$ cat src/rtl/gcn_pkg.sv
// gcn_pkg: shared constants, index widths and scheduler state type for the FM x WM stage
package gcn_pkg;
   localparam int FEATURE_COLS = 96;
   localparam int FEATURE_ROWS = 6;
   localparam int WEIGHT_COLS = 3;
   localparam int ELEM_WIDTH = 5;
   localparam int DOT_PROD_WIDTH = 16;
   localparam int F_ADDR_W = $clog2(FEATURE_ROWS * FEATURE_COLS);
   localparam int W_ADDR_W = $clog2(WEIGHT_COLS * FEATURE_COLS);
   localparam int ROW_W = $clog2(FEATURE_ROWS);
   localparam int COL_W = $clog2(WEIGHT_COLS);
   typedef enum logic [2:0] {IDLE, LOAD_W, LOAD_F, WRITE, DONE} sched_state_t;
endpackage

$ cat src/rtl/vector_operand_scheduler_load.sv
// vector_load_unit: streams N elements from a synchronous-read memory into an operand register vector
module vector_load_unit
   import gcn_pkg::*;
#(
   parameter int AW = 9,
   parameter int N = FEATURE_COLS
) (
   input  logic                  clk,
   input  logic                  rst_n,
   input  logic                  load,
   input  logic [AW-1:0]         base,
   input  logic [ELEM_WIDTH-1:0] rd_data,
   output logic                  rd_en,
   output logic [AW-1:0]         rd_addr,
   output logic [ELEM_WIDTH-1:0] vec [N],
   output logic                  last
);
   localparam int K_W = $clog2(N + 1);
   logic active;
   logic [K_W-1:0] k;
   assign last = active && k == K_W'(N);
   // read issued at step k returns at step k+1, so capture trails the address by one
   always_ff @(posedge clk) begin
      if (!rst_n) begin
         active <= 1'b0;
         k <= '0;
         rd_en <= 1'b0;
         rd_addr <= '0;
         for (int i = 0; i < N; i++) vec[i] <= '0;
      end else if (load) begin
         active <= 1'b1;
         k <= '0;
         rd_en <= 1'b1;
         rd_addr <= base;
      end else if (active) begin
         if (k != '0) vec[k - 1'b1] <= rd_data;
         active <= !last;
         k <= last ? '0 : k + 1'b1;
         rd_en <= k < K_W'(N - 1);
         rd_addr <= k < K_W'(N - 1) ? rd_addr + 1'b1 : rd_addr;
      end
   end
endmodule

$ cat src/rtl/vector_operand_scheduler.sv
// vector_operand_scheduler: loads weight column / feature row operand vectors for the
// dot-product unit and writes every (row, col) result into the FM_WM buffer.
module vector_operand_scheduler
   import gcn_pkg::*;
(
   input  logic                      clk,
   input  logic                      rst_n,
   input  logic                      start,
   output logic                      weight_en,
   output logic [W_ADDR_W-1:0]       weight_addr,
   input  logic [ELEM_WIDTH-1:0]     weight_data,
   output logic                      feature_en,
   output logic [F_ADDR_W-1:0]       feature_addr,
   input  logic [ELEM_WIDTH-1:0]     feature_data,
   output logic [ELEM_WIDTH-1:0]     feature_row_out [FEATURE_COLS],
   output logic [ELEM_WIDTH-1:0]     weight_col_out [FEATURE_COLS],
   input  logic [DOT_PROD_WIDTH-1:0] fm_wm_in,
   output logic                      fm_wm_wr_en,
   output logic [ROW_W-1:0]          fm_wm_wr_row,
   output logic [COL_W-1:0]          fm_wm_wr_col,
   output logic [DOT_PROD_WIDTH-1:0] fm_wm_wr_data,
   output logic                      busy,
   output logic                      done
);
   sched_state_t state;
   logic [ROW_W-1:0] row;
   logic [COL_W-1:0] col;
   logic w_load, f_load, w_last, f_last, last_row, last_col;
   logic [W_ADDR_W-1:0] w_base;
   logic [F_ADDR_W-1:0] f_base;
   // load pulses and bases are issued one cycle ahead so the first address lines up with k=0
   always_comb begin
      last_row = row == ROW_W'(FEATURE_ROWS - 1);
      last_col = col == COL_W'(WEIGHT_COLS - 1);
      w_load = (state == IDLE && start) || (state == WRITE && last_row && !last_col);
      f_load = (state == LOAD_W && w_last) || (state == WRITE && !last_row);
      w_base = state == IDLE ? '0 : W_ADDR_W'((32'(col) + 1) * FEATURE_COLS);
      f_base = F_ADDR_W'((32'(row) + (state == WRITE ? 1 : 0)) * FEATURE_COLS);
   end
   assign fm_wm_wr_data = fm_wm_wr_en ? fm_wm_in : '0;
   vector_load_unit #(.AW(W_ADDR_W), .N(FEATURE_COLS)) u_weight (
      .clk(clk), .rst_n(rst_n), .load(w_load), .base(w_base), .rd_data(weight_data),
      .rd_en(weight_en), .rd_addr(weight_addr), .vec(weight_col_out), .last(w_last)
   );
   vector_load_unit #(.AW(F_ADDR_W), .N(FEATURE_COLS)) u_feature (
      .clk(clk), .rst_n(rst_n), .load(f_load), .base(f_base), .rd_data(feature_data),
      .rd_en(feature_en), .rd_addr(feature_addr), .vec(feature_row_out), .last(f_last)
   );
   always_ff @(posedge clk) begin
      if (!rst_n) begin
         state <= IDLE;
         row <= '0;
         col <= '0;
         fm_wm_wr_en <= 1'b0;
         fm_wm_wr_row <= '0;
         fm_wm_wr_col <= '0;
         busy <= 1'b0;
         done <= 1'b0;
      end else begin
         fm_wm_wr_en <= 1'b0;
         done <= 1'b0;
         case (state)
            IDLE: if (start) begin
               state <= LOAD_W;
               row <= '0;
               col <= '0;
               busy <= 1'b1;
            end
            LOAD_W: if (w_last) state <= LOAD_F;
            LOAD_F: if (f_last) begin
               state <= WRITE;
               fm_wm_wr_en <= 1'b1;
               fm_wm_wr_row <= row;
               fm_wm_wr_col <= col;
            end
            WRITE: if (!last_row) begin
               row <= row + 1'b1;
               state <= LOAD_F;
            end else if (!last_col) begin
               row <= '0;
               col <= col + 1'b1;
               state <= LOAD_W;
            end else begin
               state <= DONE;
               done <= 1'b1;
            end
            default: begin
               state <= IDLE;
               busy <= 1'b0;
            end
         endcase
      end
   end
endmodule

$ cat config.mk
export PLATFORM = sky130hd
export DESIGN_NAME = vector_operand_scheduler
export DESIGN_NICKNAME = d
export VERILOG_FILES = /design/src/rtl/gcn_pkg.sv /design/src/rtl/vector_operand_scheduler_load.sv /design/src/rtl/vector_operand_scheduler.sv
export SDC_FILE = /design/constraint.sdc
export NUM_CORES = 2
export LEC_CHECK = 0
export BUFFER_PORTS_ARGS = -buffer_cell sky130_fd_sc_hd__clkbuf_2
export CAP_MARGIN = 20
export CORE_AREA = 10 10 393 395
export CTS_BUF_LIST = sky130_fd_sc_hd__clkbuf_4
export CTS_CLUSTER_SIZE = 28
export DETAILED_ROUTE_END_ITERATION = 10
export DIE_AREA = 0 0 403 405
export GPL_ROUTABILITY_DRIVEN = 0
export SYNTH_ARGS = -nofsm -noshare
export SYNTH_HDL_FRONTEND = slang
export SYNTH_SLANG_ARGS = --single-unit
$ cat constraint.sdc
create_clock -name clk -period 7.7 [get_ports clk]
set_input_delay 0.77 -clock clk [delete_from_list [all_inputs] [get_ports clk]]
set_output_delay 0.77 -clock clk [all_outputs]
set_load 0.005 [all_outputs]
[Word level (Yosys, flattened, before mapping)]
Cells that the tools add are included.
Operators by class
  equality and inequality tests: 13
  reduce and logical (&&, ||, !) cells: 38
  $add $sub $neg: 10
  bitwise gates (word level): 6
  mux-type cells: 43
  order comparisons: 6
  multipliers: 2
Operators by type and width (number)
  $bwmux W480: 2
  $demux W5 S7: 2
  $mux W9: 4
  $mux W10: 3
  $mux W3: 8
  $ge A8 B8 Y1 const B: 2
  $lt A8 B1 Y1 const B: 2
  $mux W16: 1
  $not A7 Y8: 2
  $reduce_and A3 Y1: 5
  $add A7 B1 Y7 const B: 2
  $eq A7 B7 Y1 const B: 2
  $lt A7 B7 Y1 const B: 2
  $mux W7: 2
  $reduce_bool A7 Y1: 2
  $sub A7 B1 Y7 const B: 2
  $mux W1: 12
  $pmux W3 S4: 1
  $reduce_and A2 Y1: 6
  $add A10 B1 Y10 const B: 1
  $mux W5: 2
  $reduce_bool A2 Y1: 5
  $add A9 B1 Y9 const B: 1
  $logic_and A1 B1 Y1: 9
  24 further kinds: 38
Storage, ports and cells
  input bits: 29
  word-level logic and storage cells: 327
  flip-flop bits (word level): 1013
  output and inout port bits: 1005

[Depth between registers and ports, before layout]
  depth in word-level cells: 7
  mapped depth: 12
  mapped depth without buffers: 11

[Hierarchy]
From an unflattened synthesis, not the netlist that was laid out.
Second synthesis, totals
  cells, all modules: 3880
  area, all modules: 39071.2 um^2
Modules (own cells, without submodules)
  vector_load_unit at u_feature: sequential area each 9989.6 um^2, times used 1, cells each 1881, area each 19015.7 um^2
  vector_load_unit at u_weight: sequential area each 9969.6 um^2, times used 1, cells each 1872, area each 18988.2 um^2
  vector_operand_scheduler: sequential area each 320.3 um^2, times used 1, cells each 127, area each 1067.3 um^2

[Least setup slack after synthesis]
OpenSTA, ideal clock, no wires.
  kind: register to register
  from: register u_weight.k[0]
  to: register u_feature.vec[45] (netlist bit)
  path buffers: 3
  clock period less this slack: 2743 ps
  required time: 7628 ps
  arrival: 2671 ps
  stages on the path, launching flop included: 12
  setup slack: 4957 ps
  library setup time: 72 ps
  cells stage by stage: dfxtp_1 -> clkbuf_1 -> inv_1 -> ha_1 -> buf_2 -> nor4b_1 -> nand4_1 -> o21ai_0 -> or3b_1 -> buf_4 -> nor2_2 -> mux2i_1
On the way
  cells in the longest elaborated chain, start to end: 6
RTL lines
  from (decl): line vector_operand_scheduler_load.sv:20  | logic [K_W-1:0] k;
  from (signal assigned): line vector_operand_scheduler_load.sv:38  | k <= last ? '0 : k + 1'b1;
  $eq A7 B7 Y1: line vector_operand_scheduler_load.sv:21  | assign last = active && k == K_W'(N);
  $logic_and A1 B1 Y1: line vector_operand_scheduler_load.sv:21
  $logic_and A1 B1 Y1: line vector_operand_scheduler.sv:36  | f_load = (state == LOAD_W && w_last) || (state == WRITE && !last_row);
  $logic_or A1 B1 Y1: line vector_operand_scheduler.sv:36
  $not A1 Y1 (no source line)
  $reduce_and A3 Y1 (no source line)
  to (signal, indexed assignment): line vector_operand_scheduler_load.sv:36  | if (k != '0) vec[k - 1'b1] <= rd_data;
  to (decl): line vector_operand_scheduler_load.sv:15  | output logic [ELEM_WIDTH-1:0] vec [N],
No other way between the ends.
A chain may end at the register's enable or synchronous reset.

[Worst setup path in the final report]
  from: register u_weight.k[0]
  to: register u_feature.vec[262] (netlist bit)
Same word-level chain as after synthesis.

==> impl_metrics.toml <==
[cts]
cts-buffers-inserted = 295
clk_path_buf_depth = 4
insertion_delay_ns = 1.26
clk_pin_slew_worst_paths_ns = 0.06
cts-htree-levels = 5
root_buffer = "clkbuf_4"
cts_resized = 0
cts_tree = "done"
cts.sinks = 1013

[yosys]
synthMuxAreaShare = 0.230
syn_area_sq_um = 38700
yosys.area.top_type = "dfxtp_1"
synth_top_family_by_area = "multiplexers"
synthArstFlopShare = 0
synth_area_leaders = "dfxtp_1, mux2i_1, nand2_1"
synth-edff-count = 0
synth.top_cell.area_share = 0.524
synth_compound_area_frac = 0.0275
synth.distinct_cells = 72
synth_ff_type = "dfxtp_1"
synthCells = 3896
ys_ff_latch = 1013
yosysMostFrequentCell = "dfxtp_1"
yosys.area_share.simple = 0.175
yosysWarnings = 0
synth_xor_area_frac = 0.00633
syn-num-nets = 3941
yosysSeqAreaShare = 0.524
yosys.area_share.adder = 0.00536
ys_top_cells_by_count = "dfxtp_1, nand2_1, mux2i_1"
synth.avg_cell_area_sq_um = 9.94

[sta]
setup_viol = 0
slew_headroom = 0.169
worst_pin_slew_ns = 1.25
report.final.slew_viol_count = 0
fin_skew_ns = 0.193
period_share = 0.558
max_freq_mhz = 233
finalSetupTns_ns = 0
fin_crit_ns = 4.29
rsz0062_at_grt = "no"
whs_ns = 0.241
hold_viol_final = 0

[critical_path]
cp_num_buf_inv = 2
crit_path_top_delay_cell = "nand4b_1"
critPathMaxFanout = 11
r2r-end = "u_feature.vec[262]$_SDFFE_PN0P_"
critical_path_class = "reg -> reg"
reg2reg_slack_ns = 3.41
cpLargestDelayFamily = "simple AND/OR/NAND/NOR gates"
reg2reg_depth = 9
cp_cell_sequence = "inv_1 > ha_1 > nor4b_1 > nand4_1 > nand4b_1 > buf_4 > nand2b_1 > mux2i_1 > nor2_1"
cp-startpoint = "u_weight.k[0]$_SDFFE_PP0P_"
critPathMaxStageDelay_ns = 0.98
cp-end-kind = "flop"
required_ns = 8.69
rr_startpoint = "u_weight.k[0]$_SDFFE_PP0P_"
start_kind = "flop"
worst_ep_arrival_time_ns = 5.28

[route]
met1Wirelength_um = 62700
ant_nets = 0
drt-pass1-iter-count = 5
drt_first_iter_violations = 2104
wl_um = 161000
drc = 0
vias = 32900
wl_met3_um = 13200
wl_met2_um = 77700
drt-wirelength-per-cell_um = 22.6
highest_layer = "met5"
drt-vias-per-instance = 4.63

[die]
num_rows = 141
core-area_sq_um = 147000
initial_core_util = 0.264
chipWidth_um = 403
die_area_sq_um = 163000
io_pins = 1034
die_h_um = 405

[grt]
first_global_vias = 32300
antenna_found_initial = 14
track_usage = 0.185
grt_max_degree = 228
grt_overflow = 0
grt_pass1_wl_um = 226000

[hold_path]
hp-class = "in -> reg"
holdPathEnd = "u_weight.vec[320]$_SDFFE_PN0P_"
min_from = "weight_data[0]"
hold_depth = 3

[final_layout]
nets = 5038
seq_area_sq_um = 20300
drive_above_1_share = 0.320
synthToLayoutAreaGrowth_pct = 27.3
fill_cells = 15300
multi_input_area_sq_um = 17400
utilization = 0.336

[power_and_ir_drop]
irDropWorstVdd_mv = 0.127
powerDensity_nw_per_um2 = 211
p_leak_nw = 21.7
finalPower_mw = 10.4

[placement]
dp_hpwl_um = 117000
io_buffer_count = 1033

[job]
cap_violations = 0

[status]
status = "finished, final reports clean"
==> stage by stage <==
| stage | std cells | area [sq um] | worst slack, ns |
|---|---|---|---|
| 6_report | 7107 | 49300 | 3.41 |
| 5_1_grt | 7105 | 49300 | 3.22 |
| 4_1_cts | 7095 | 49300 | 3.40 |
| 3_5_place_dp | 6614 | 45700 | 3.34 |
| 3_3_place_gp | 6613 | 45700 | 3.42 |
| 2_1_floorplan | 3896 | 38700 | 4.96 |
==> worst min-delay path: cells and delay by family <==
family	cells	cell delay [ns]
buffers and inverters	1	0.40
AOI/OAI and AO/OA	1	0.07
and+or+nand+nor	1	0.18
==> cell families after synthesis <==
logic type,after synthesis
mux,891
compound gates,177
simple gates,1458
buf+inv,313
xor+xnor,28
flops,1013
fa+ha+maj,16
==> cell usage in the layout, fill, tap and decap left out, types with 11 or more instances in the layout <==
cell type      Yosys  layout
a21oi_1           31      31
and2_1            23      23
and3_1            18      18
buf_4              8      44
clkbuf_2           0    1032
clkbuf_4           0     429
clkinv_1           1      28
dfxtp_1         1013    1013
diode_2            0      11
dlygate4sd3_1      0      11
ha_1              15      15
inv_1             20      20
mux2i_1          891     891
nand2_1          973     963
nand2b_1          19      19
nand3_1          135     135
nand4_1           18      18
nor2_1           119     119
nor2_2            32      32
nor2_4            16      16
nor2_8            21      21
nor3_1            12      12
nor3_2            20      20
o21ai_0           92      92
xnor2_1           14      14
xor2_1            14      14
==> flip-flops by register name, summed over array words and instances, names as in the netlist, 2 cells and up <==
register / count
u_weight.vec: 480
u_weight.k: 7
row: 3
u_feature.k: 7
u_weight.rd_addr: 9
col: 2
state: 3
u_feature.vec: 480
fm_wm_wr_row: 3
u_feature.rd_addr: 10
fm_wm_wr_col: 2
==> worst max-delay path by stage <==
stage | cells past startpoint | end | slack (ns)
CTS | 9 | u_feature.vec[262]$_SDFFE_PN0P_ | 3.40
global route | 9 | u_feature.vec[262]$_SDFFE_PN0P_ | 3.22
detailed placement | 9 | u_feature.vec[262]$_SDFFE_PN0P_ | 3.34
floorplan | 11 | u_feature.vec[45]$_SDFFE_PN0P_ | 4.96
global placement | 9 | u_feature.vec[260]$_SDFFE_PN0P_ | 3.42
finish | 9 | u_feature.vec[262]$_SDFFE_PN0P_ | 3.41
==> routing by layer <==
layer  GRT usage  vias to the layer above
met1       0.211                    15900
met3      0.0619                      321
met5           0                        -
met2       0.310                     1300
li1            -                    15400
met4      0.0890                        4
==> power by group <==
group	switching, mW	internal, mW	total (mW)
sequential	0.00536	5.24	5.25
combinational	0.267	0.0512	0.319
clock	2.27	2.59	4.86
total	2.55	7.88	10.4
==> repair_timing <==
item / 4_1_cts / 5_1_grt
hold endpoints to repair: 48 / 0
hold buffers: 11 / 0
setup buffers: 0 / 0
==> final cells by class <==
cell class,instances,area share
clock buffer,429,0.0653
multi-input combinational,2570,0.352
antenna,11,0.000558
inverter,21,0.00160
clock inverter,41,0.00444
tap,1930,0.0490
sequential,1013,0.411
timing repair buffer,1092,0.116
No activity file was read; power rests on OpenSTA's default activity.
